`src/rtl/axi_stream_pkt_arbiter_2to1_if.sv`:
```
// Signal bundle for the 2:1 packet arbiter: two input streams, one output stream,
// grant status and the optional per-port packet counters.
interface axi_stream_pkt_arbiter_2to1_if #(
    parameter int DATA_W = 32,
    parameter int CNT_W  = 16
);
    logic [DATA_W-1:0] tdata_0;
    logic              tvalid_0;
    logic              tlast_0;
    logic              tready_0;
    logic [DATA_W-1:0] tdata_1;
    logic              tvalid_1;
    logic              tlast_1;
    logic              tready_1;
    logic [DATA_W-1:0] tdata_out;
    logic              tvalid_out;
    logic              tlast_out;
    logic              tready_out;
    logic              sel;
    logic              busy;
    logic [CNT_W-1:0]  pkt_cnt_0;
    logic [CNT_W-1:0]  pkt_cnt_1;

    // Handshake: a beat moves on any rising edge where tvalid and tready are both 1;
    // a source holds tvalid and its payload stable until that happens.
    modport slave (
        input  tdata_0, tvalid_0, tlast_0,
        output tready_0,
        input  tdata_1, tvalid_1, tlast_1,
        output tready_1,
        output tdata_out, tvalid_out, tlast_out,
        input  tready_out,
        output sel, busy, pkt_cnt_0, pkt_cnt_1
    );

    modport master (
        output tdata_0, tvalid_0, tlast_0,
        input  tready_0,
        output tdata_1, tvalid_1, tlast_1,
        input  tready_1,
        input  tdata_out, tvalid_out, tlast_out,
        output tready_out,
        input  sel, busy, pkt_cnt_0, pkt_cnt_1
    );
endinterface

```
`src/rtl/axi_stream_pkt_arbiter_2to1.sv`:
```
// Packet-aware round-robin 2:1 AXI-Stream arbiter; grant is held until the tlast beat.
// Optional per-port saturating packet counters are enabled by defining AXIS_ARB_PKT_CNT_EN.
module axi_stream_pkt_arbiter_2to1 #(
    parameter int DATA_W = 32,
    parameter int CNT_W  = 16
) (
    input logic clk,
    input logic rst,
    axi_stream_pkt_arbiter_2to1_if.slave s
);
    typedef enum logic {IDLE = 1'b0, LOCK = 1'b1} state_t;

    state_t            state, state_nxt;
    logic              sel_q, sel_nxt;
    logic              last_grant, last_grant_nxt;
    logic [DATA_W-1:0] data_mux;
    logic              valid_mux, last_mux;
    logic              rdy_0, rdy_1;
    logic              busy_c;
    logic              beat_done;

    always_ff @(posedge clk) begin
        if (rst) begin
            state      <= IDLE;
            sel_q      <= 1'b0;
            last_grant <= 1'b1;
        end else begin
            state      <= state_nxt;
            sel_q      <= sel_nxt;
            last_grant <= last_grant_nxt;
        end
    end

    always_comb begin
        state_nxt      = state;
        sel_nxt        = sel_q;
        last_grant_nxt = last_grant;
        data_mux       = '0;
        valid_mux      = 1'b0;
        last_mux       = 1'b0;
        rdy_0          = 1'b0;
        rdy_1          = 1'b0;
        busy_c         = 1'b0;
        beat_done      = 1'b0;
        if (!rst) begin
            unique case (state)
                IDLE: begin
                    if (s.tvalid_0 || s.tvalid_1) begin
                        // On a tie the port that did not win last time gets the grant.
                        if (s.tvalid_0 && s.tvalid_1) sel_nxt = ~last_grant;
                        else                          sel_nxt = s.tvalid_1;
                        last_grant_nxt = sel_nxt;
                        state_nxt      = LOCK;
                    end
                end
                LOCK: begin
                    busy_c    = 1'b1;
                    data_mux  = sel_q ? s.tdata_1  : s.tdata_0;
                    valid_mux = sel_q ? s.tvalid_1 : s.tvalid_0;
                    last_mux  = sel_q ? s.tlast_1  : s.tlast_0;
                    rdy_0     = !sel_q && s.tready_out;
                    rdy_1     = sel_q && s.tready_out;
                    beat_done = valid_mux && s.tready_out && last_mux;
                    if (beat_done) state_nxt = IDLE;
                end
                default: state_nxt = IDLE;
            endcase
        end
    end

    assign s.tdata_out  = data_mux;
    assign s.tvalid_out = valid_mux;
    assign s.tlast_out  = last_mux;
    assign s.tready_0   = rdy_0;
    assign s.tready_1   = rdy_1;
    assign s.sel        = sel_q;
    assign s.busy       = busy_c;

`ifdef AXIS_ARB_PKT_CNT_EN
    logic [CNT_W-1:0] cnt_0, cnt_1;

    // Counters stick at all-ones rather than wrapping.
    always_ff @(posedge clk) begin
        if (rst) begin
            cnt_0 <= '0;
            cnt_1 <= '0;
        end else if (beat_done) begin
            if (!sel_q && (cnt_0 != '1)) cnt_0 <= cnt_0 + CNT_W'(1);
            if (sel_q && (cnt_1 != '1))  cnt_1 <= cnt_1 + CNT_W'(1);
        end
    end

    assign s.pkt_cnt_0 = cnt_0;
    assign s.pkt_cnt_1 = cnt_1;
`else
    assign s.pkt_cnt_0 = {CNT_W{1'b0}};
    assign s.pkt_cnt_1 = {CNT_W{1'b0}};
`endif
endmodule

```
`src/flat_wrapper.sv`:
```
// flat-port wrapper written by rule: the top's interface ports become plain ports
module axi_stream_pkt_arbiter_2to1_flat 
#(
    parameter int DATA_W = 32,
    parameter int CNT_W  = 16
)
  (clk, rst, s_tdata_0, s_tvalid_0, s_tlast_0, s_tready_0, s_tdata_1, s_tvalid_1, s_tlast_1, s_tready_1, s_tdata_out, s_tvalid_out, s_tlast_out, s_tready_out, s_sel, s_busy, s_pkt_cnt_0, s_pkt_cnt_1);
  axi_stream_pkt_arbiter_2to1_if #(.DATA_W(DATA_W), .CNT_W(CNT_W)) s_i ();
  input logic clk;
  input logic rst;
  input wire logic [$bits(s_i.tdata_0)-1:0] s_tdata_0;
  input wire logic [$bits(s_i.tvalid_0)-1:0] s_tvalid_0;
  input wire logic [$bits(s_i.tlast_0)-1:0] s_tlast_0;
  output wire logic [$bits(s_i.tready_0)-1:0] s_tready_0;
  input wire logic [$bits(s_i.tdata_1)-1:0] s_tdata_1;
  input wire logic [$bits(s_i.tvalid_1)-1:0] s_tvalid_1;
  input wire logic [$bits(s_i.tlast_1)-1:0] s_tlast_1;
  output wire logic [$bits(s_i.tready_1)-1:0] s_tready_1;
  output wire logic [$bits(s_i.tdata_out)-1:0] s_tdata_out;
  output wire logic [$bits(s_i.tvalid_out)-1:0] s_tvalid_out;
  output wire logic [$bits(s_i.tlast_out)-1:0] s_tlast_out;
  input wire logic [$bits(s_i.tready_out)-1:0] s_tready_out;
  output wire logic [$bits(s_i.sel)-1:0] s_sel;
  output wire logic [$bits(s_i.busy)-1:0] s_busy;
  output wire logic [$bits(s_i.pkt_cnt_0)-1:0] s_pkt_cnt_0;
  output wire logic [$bits(s_i.pkt_cnt_1)-1:0] s_pkt_cnt_1;
  assign s_i.tdata_0 = s_tdata_0;
  assign s_i.tvalid_0 = s_tvalid_0;
  assign s_i.tlast_0 = s_tlast_0;
  assign s_tready_0 = s_i.tready_0;
  assign s_i.tdata_1 = s_tdata_1;
  assign s_i.tvalid_1 = s_tvalid_1;
  assign s_i.tlast_1 = s_tlast_1;
  assign s_tready_1 = s_i.tready_1;
  assign s_tdata_out = s_i.tdata_out;
  assign s_tvalid_out = s_i.tvalid_out;
  assign s_tlast_out = s_i.tlast_out;
  assign s_i.tready_out = s_tready_out;
  assign s_sel = s_i.sel;
  assign s_busy = s_i.busy;
  assign s_pkt_cnt_0 = s_i.pkt_cnt_0;
  assign s_pkt_cnt_1 = s_i.pkt_cnt_1;
  axi_stream_pkt_arbiter_2to1 #(.DATA_W(DATA_W), .CNT_W(CNT_W)) u_core (.clk(clk), .rst(rst), .s(s_i));
endmodule
```
`config.mk`:
```
export PLATFORM = sky130hd
export DESIGN_NAME = axi_stream_pkt_arbiter_2to1_flat
export DESIGN_NICKNAME = d
export VERILOG_FILES = /design/src/rtl/axi_stream_pkt_arbiter_2to1_if.sv /design/src/rtl/axi_stream_pkt_arbiter_2to1.sv /design/src/flat_wrapper.sv
export SDC_FILE = /design/constraint.sdc
export NUM_CORES = 1
export LEC_CHECK = 0
export BUFFER_PORTS_ARGS = -buffer_cell sky130_fd_sc_hd__buf_2
export CORE_MARGIN = 4
export CORE_UTILIZATION = 30
export DETAILED_ROUTE_END_ITERATION = 12
export GPL_TIMING_DRIVEN = 0
export PLACE_DENSITY = 0.8
export SYNTH_ARGS = -nofsm -noshare
export SYNTH_HDL_FRONTEND = slang
export SYNTH_SLANG_ARGS = --single-unit
export TNS_END_PERCENT = 100
```
`constraint.sdc`:
```
create_clock -name clk -period 1.3 [get_ports clk]
set_input_delay 0.26 -clock clk [delete_from_list [all_inputs] [get_ports clk]]
set_output_delay 0.26 -clock clk [all_outputs]
set_load 0.01 [all_outputs]
```
== Word-level counts from Yosys, hierarchy flattened ==
Index checks and enable logic that the tools add are counted.
Cells by class
  muxes and demuxes: 19
  bitwise operators: 2
  reduce and logical (&&, ||, !) cells: 8
Operators by type and width (number)
  $mux W32: 3
  $mux W1: 15
  $logic_and A1 B1 Y1: 5
  $not A1 Y1: 2
  $pmux W1 S2: 1
  $reduce_and A2 Y1: 1
  $logic_not A1 Y1: 1
  $logic_or A1 B1 Y1: 1
Word-level totals
  bits in registers: 3
  bits of input ports: 71
  output and inout bits: 70
  logic and storage cells: 32

== Logic depth before layout (Yosys ltp) ==
  word-level depth: 5
  depth in mapped cells: 5
  depth with buffers taken out: 3

== Worst setup path after synthesis ==
OpenSTA, ideal clock, no wires.
  kind: reg-to-output
  start: register u_core.sel_q, in the netlist u_core.s.sel
  end: output port s_tready_0
  arrival time: 1.046 ns
  required time: 1.040 ns
  setup slack: -0.006 ns
  cell stages (with the launch flop): 5
  path buffers: 3
  cell sequence: dfxtp_1 buf_6 buf_8 buf_12 nor3b_1
On the way
  cells in the longest elaborated chain, start to end: 4
Ends and longest elaborated chain
  from (decl): RTL line axi_stream_pkt_arbiter_2to1.sv:14  | logic sel_q, sel_nxt;
  from (signal assigned): RTL line axi_stream_pkt_arbiter_2to1.sv:29  | sel_q <= sel_nxt;
  $logic_not A1 Y1: RTL line axi_stream_pkt_arbiter_2to1.sv:61  | rdy_0 = !sel_q && s.tready_out;
  $logic_and A1 B1 Y1: RTL line axi_stream_pkt_arbiter_2to1.sv:61
  $mux W1: RTL line axi_stream_pkt_arbiter_2to1.sv:46  | unique case (state)
  $mux W1: RTL line axi_stream_pkt_arbiter_2to1.sv:45  | if (!rst) begin
  to (decl): RTL line flat_wrapper.sv:14  | output wire logic [$bits(s_i.tready_0)-1:0] s_tready_0;
No other way between the ends.

== Worst setup path in the final report ==
  start: register u_core.sel_q, in the netlist u_core.s.sel
  end: output port s_tdata_out[30]
On the way
  cells in the longest elaborated chain, start to end: 3
Ends and longest elaborated chain
  $mux W32: RTL line axi_stream_pkt_arbiter_2to1.sv:58  | data_mux = sel_q ? s.tdata_1 : s.tdata_0;
  $mux W32: RTL line axi_stream_pkt_arbiter_2to1.sv:46
  $mux W32: RTL line axi_stream_pkt_arbiter_2to1.sv:45
  to (decl): RTL line flat_wrapper.sv:19  | output wire logic [$bits(s_i.tdata_out)-1:0] s_tdata_out;
No other way between the ends.

==> flow_metrics.py <==
metrics = {
    "timing": {
        "period_needed_ns": 1.53,
        "maxSlewViolCount": 0,
        "hold_violations": 0,
        "setup-tns-final_ns": -5.75,
        "clock.fmax_mhz": 655,
        "timing.final.crit_share": 1.17,
        "worst_slack_ns": -0.227,
        "grt_setup_unrepaired": "yes",
        "setup_viol": 36,
        "fin_worst_skew_ns": 0.00139,
    },
    "critical_path": {
        "worstReg2RegEnd": "u_core.state$_SDFF_PP0_",
        "startpoint": "u_core.s.sel$_SDFFE_PP0P_",
        "r2r_cells": 6,
        "cp-start-kind": "flop",
        "cp.arrival_ns": 1.27,
        "r2r_slack_ns": 0.16,
        "worstPathMaxFanout": 5,
        "end_kind": "primary output",
        "cp-endpoint": "s_tdata_out[30]",
        "path_class": "flop to primary output",
        "worstReg2RegStart": "u_core.s.sel$_SDFFE_PP0P_",
        "worstPathRequired_ns": 1.04,
    },
    "cts": {
        "tritoncts": "done",
        "clock_latency_ns": 0.23,
        "clk_path_buf_depth": 2,
        "root_buffer": "clkbuf_4",
        "ctsHoldBuffers": 0,
        "cts_buffers": 3,
        "clock-sinks": 3,
        "clkTransAtPathRegs_ns": 0.04,
        "h-tree-depth": 1,
    },
    "floorplanning": {
        "die_h_um": 65.3,
        "core_area_sq_um": 3100,
        "start_util": 0.317,
        "ioPinCount": 141,
        "die_area_sq_um": 4260,
        "dieWidth_um": 65.3,
        "rows": 20,
    },
    "placed_design": {
        "gp_congestion": 0.682,
        "hpwl_um": 2990,
        "io_buffer_count": 108,
        "place_area_sq_um": 1700,
    },
    "power_and_ir_drop": {
        "power_uw": 858,
        "powerDensity_nw_per_um2": 457,
        "power.leakage_nw": 1.11,
        "ir_worst_vdd_uv": 167,
    },
    "run_status": {
        "run_status": "complete, but fails checks",
        "failed_checks": "setup timing",
    },
    "logic_synthesis": {
        "syn_inst": 129,
        "synth_cell_types": 20,
        "syn_area_sq_um": 983,
        "ys_ff_latch": 3,
        "yosysWarnings": 0,
        "yosysSeqAreaShare": 0.0611,
        "avgSynthCellArea_sq_um": 7.62,
        "synth_top_cell_by_area": "mux2i_1",
        "yosys-top-cells-area": "mux2i_1 35%, buf_4 27%, nor2_1 13%",
        "synth_top_area_frac": 0.346,
    },
    "route": {
        "via_per_inst": 4.01,
        "drtIter0Drc": 14,
        "post-route-drc-count": 0,
        "antenna_left": 0,
        "dr_total_vias": 1298,
        "first_pass_iters": 4,
        "wl_um": 3510,
        "wl_per_cell_um": 10.8,
    },
    "finish": {
        "nFillCells": 304,
        "layout_commonest_cell": "buf_2",
        "stdcell_area_sq_um": 1880,
        "syn_to_final_growth_pct": 90.7,
        "final_cell_mix": "107 x buf_2, 39 x buf_4, 35 x nor2_1, 34 x mux2i_1, 32 x conb_1",
        "antennaDiodeCount": 0,
        "drive_gt1_frac": 0.604,
        "final_net_count": 352,
    },
    "min_path": {
        "min_from": "rst",
        "hold_path.class": "input pin to flop",
    },
    "global_routing": {
        "grt_pass1_vias": 1289,
        "grt_start_max_net_pins": 11,
        "grt_usage": 0.150,
        "antenna_found_initial": 0,
        "grt_pass1_wl_um": 5160,
        "grt_overflow": 0,
    },
    "job": {
        "maxCapViolCount": 0,
    },
}
critical path, cell delays in order, from the launching register on:
cell     delay (ns)
dfxtp_4        0.35
buf_12         0.13
buf_12         0.12
buf_12         0.12
mux2i_1        0.11
nor2_1         0.08
buf_2          0.14
synth_stat cells, drive strengths merged:
| cell | n |
|---|---|
| a32oi | 1 |
| nor2 | 35 |
| dfxtp | 3 |
| nand2 | 2 |
| o21ai | 1 |
| inv | 2 |
| nor3 | 1 |
| buf | 41 |
| mux2i | 34 |
| nand3 | 1 |
| a211o | 1 |
| a311oi | 1 |
| nand2b | 2 |
| conb | 1 |
| nor3b | 2 |
| and3 | 1 |
sequential cells by signal, summed over array words and instances, names as in the netlist:
signal	cells
u_core.last_grant	1
u_core.s.sel	1
u_core.state	1
where the power goes:
group | switching [mW] | internal, mW | total (mW)
Combinational | 0.257 | 0.334 | 0.592
Clock | 0.0446 | 0.115 | 0.159
Sequential | 0.00751 | 0.0994 | 0.107
logic make-up after synthesis:
logic type,synth area share
buffers and inverters,0.356
DFF,0.0611
and+or+nand+nor,0.191
muxes,0.346
AOI/OAI and AO/OA,0.0420
other,0.00381
through the flow:
stage / instances / setup WS (ns) / hold WS (ns) / util
2_1_floorplan: 160 / 0.0325 / 0.328 / -
3_3_place_gp: 312 / -0.0741 / 0.472 / 0.548
3_5_place_dp: 312 / -0.0810 / 0.475 / 0.548
4_1_cts: 326 / -0.246 / 0.224 / 0.611
5_1_grt: 324 / -0.294 / 0.240 / 0.604
6_report: 324 / -0.227 / 0.236 / 0.604
layout make-up:
type                       instances  area, sq um  area share
clock buffer                       4         26.3      0.0140
inverter                           2         7.51     0.00400
tap                               44         55.1      0.0294
buffer                            39          342       0.182
sequential                         3         67.6      0.0360
multi-input combinational        114          707       0.377
timing repair buffer             118          671       0.358
timing repair:
action / 4_1_cts / 5_1_grt
endpoints found under the setup margin: 37 / 36
buffers inserted: 9 / 0
pin swaps: 1 / 2
gates resized for setup: 12 / 3
cloned: 2 / 0
worst min-delay path by stage:
stage / endpoint / cells after the start / slack, ns
after detailed placement: u_core.state$_SDFF_PP0_ / 2 / 0.48
after CTS: u_core.state$_SDFF_PP0_ / 2 / 0.22
after global routing: u_core.state$_SDFF_PP0_ / 2 / 0.24
after global placement: u_core.state$_SDFF_PP0_ / 2 / 0.47
after floorplan: u_core.state$_SDFF_PP0_ / 1 / 0.33
final: u_core.state$_SDFF_PP0_ / 2 / 0.24
routing by layer:
| metal | track usage | share of wire |
|---|---|---|
| met4 | 0.0622 | 0.0097 |
| met2 | 0.301 | 0.52 |
| met1 | 0.136 | 0.32 |
| met3 | 0.0462 | 0.16 |
| met5 | 0 | 0 |
Power figures use the tool's default switching activity.
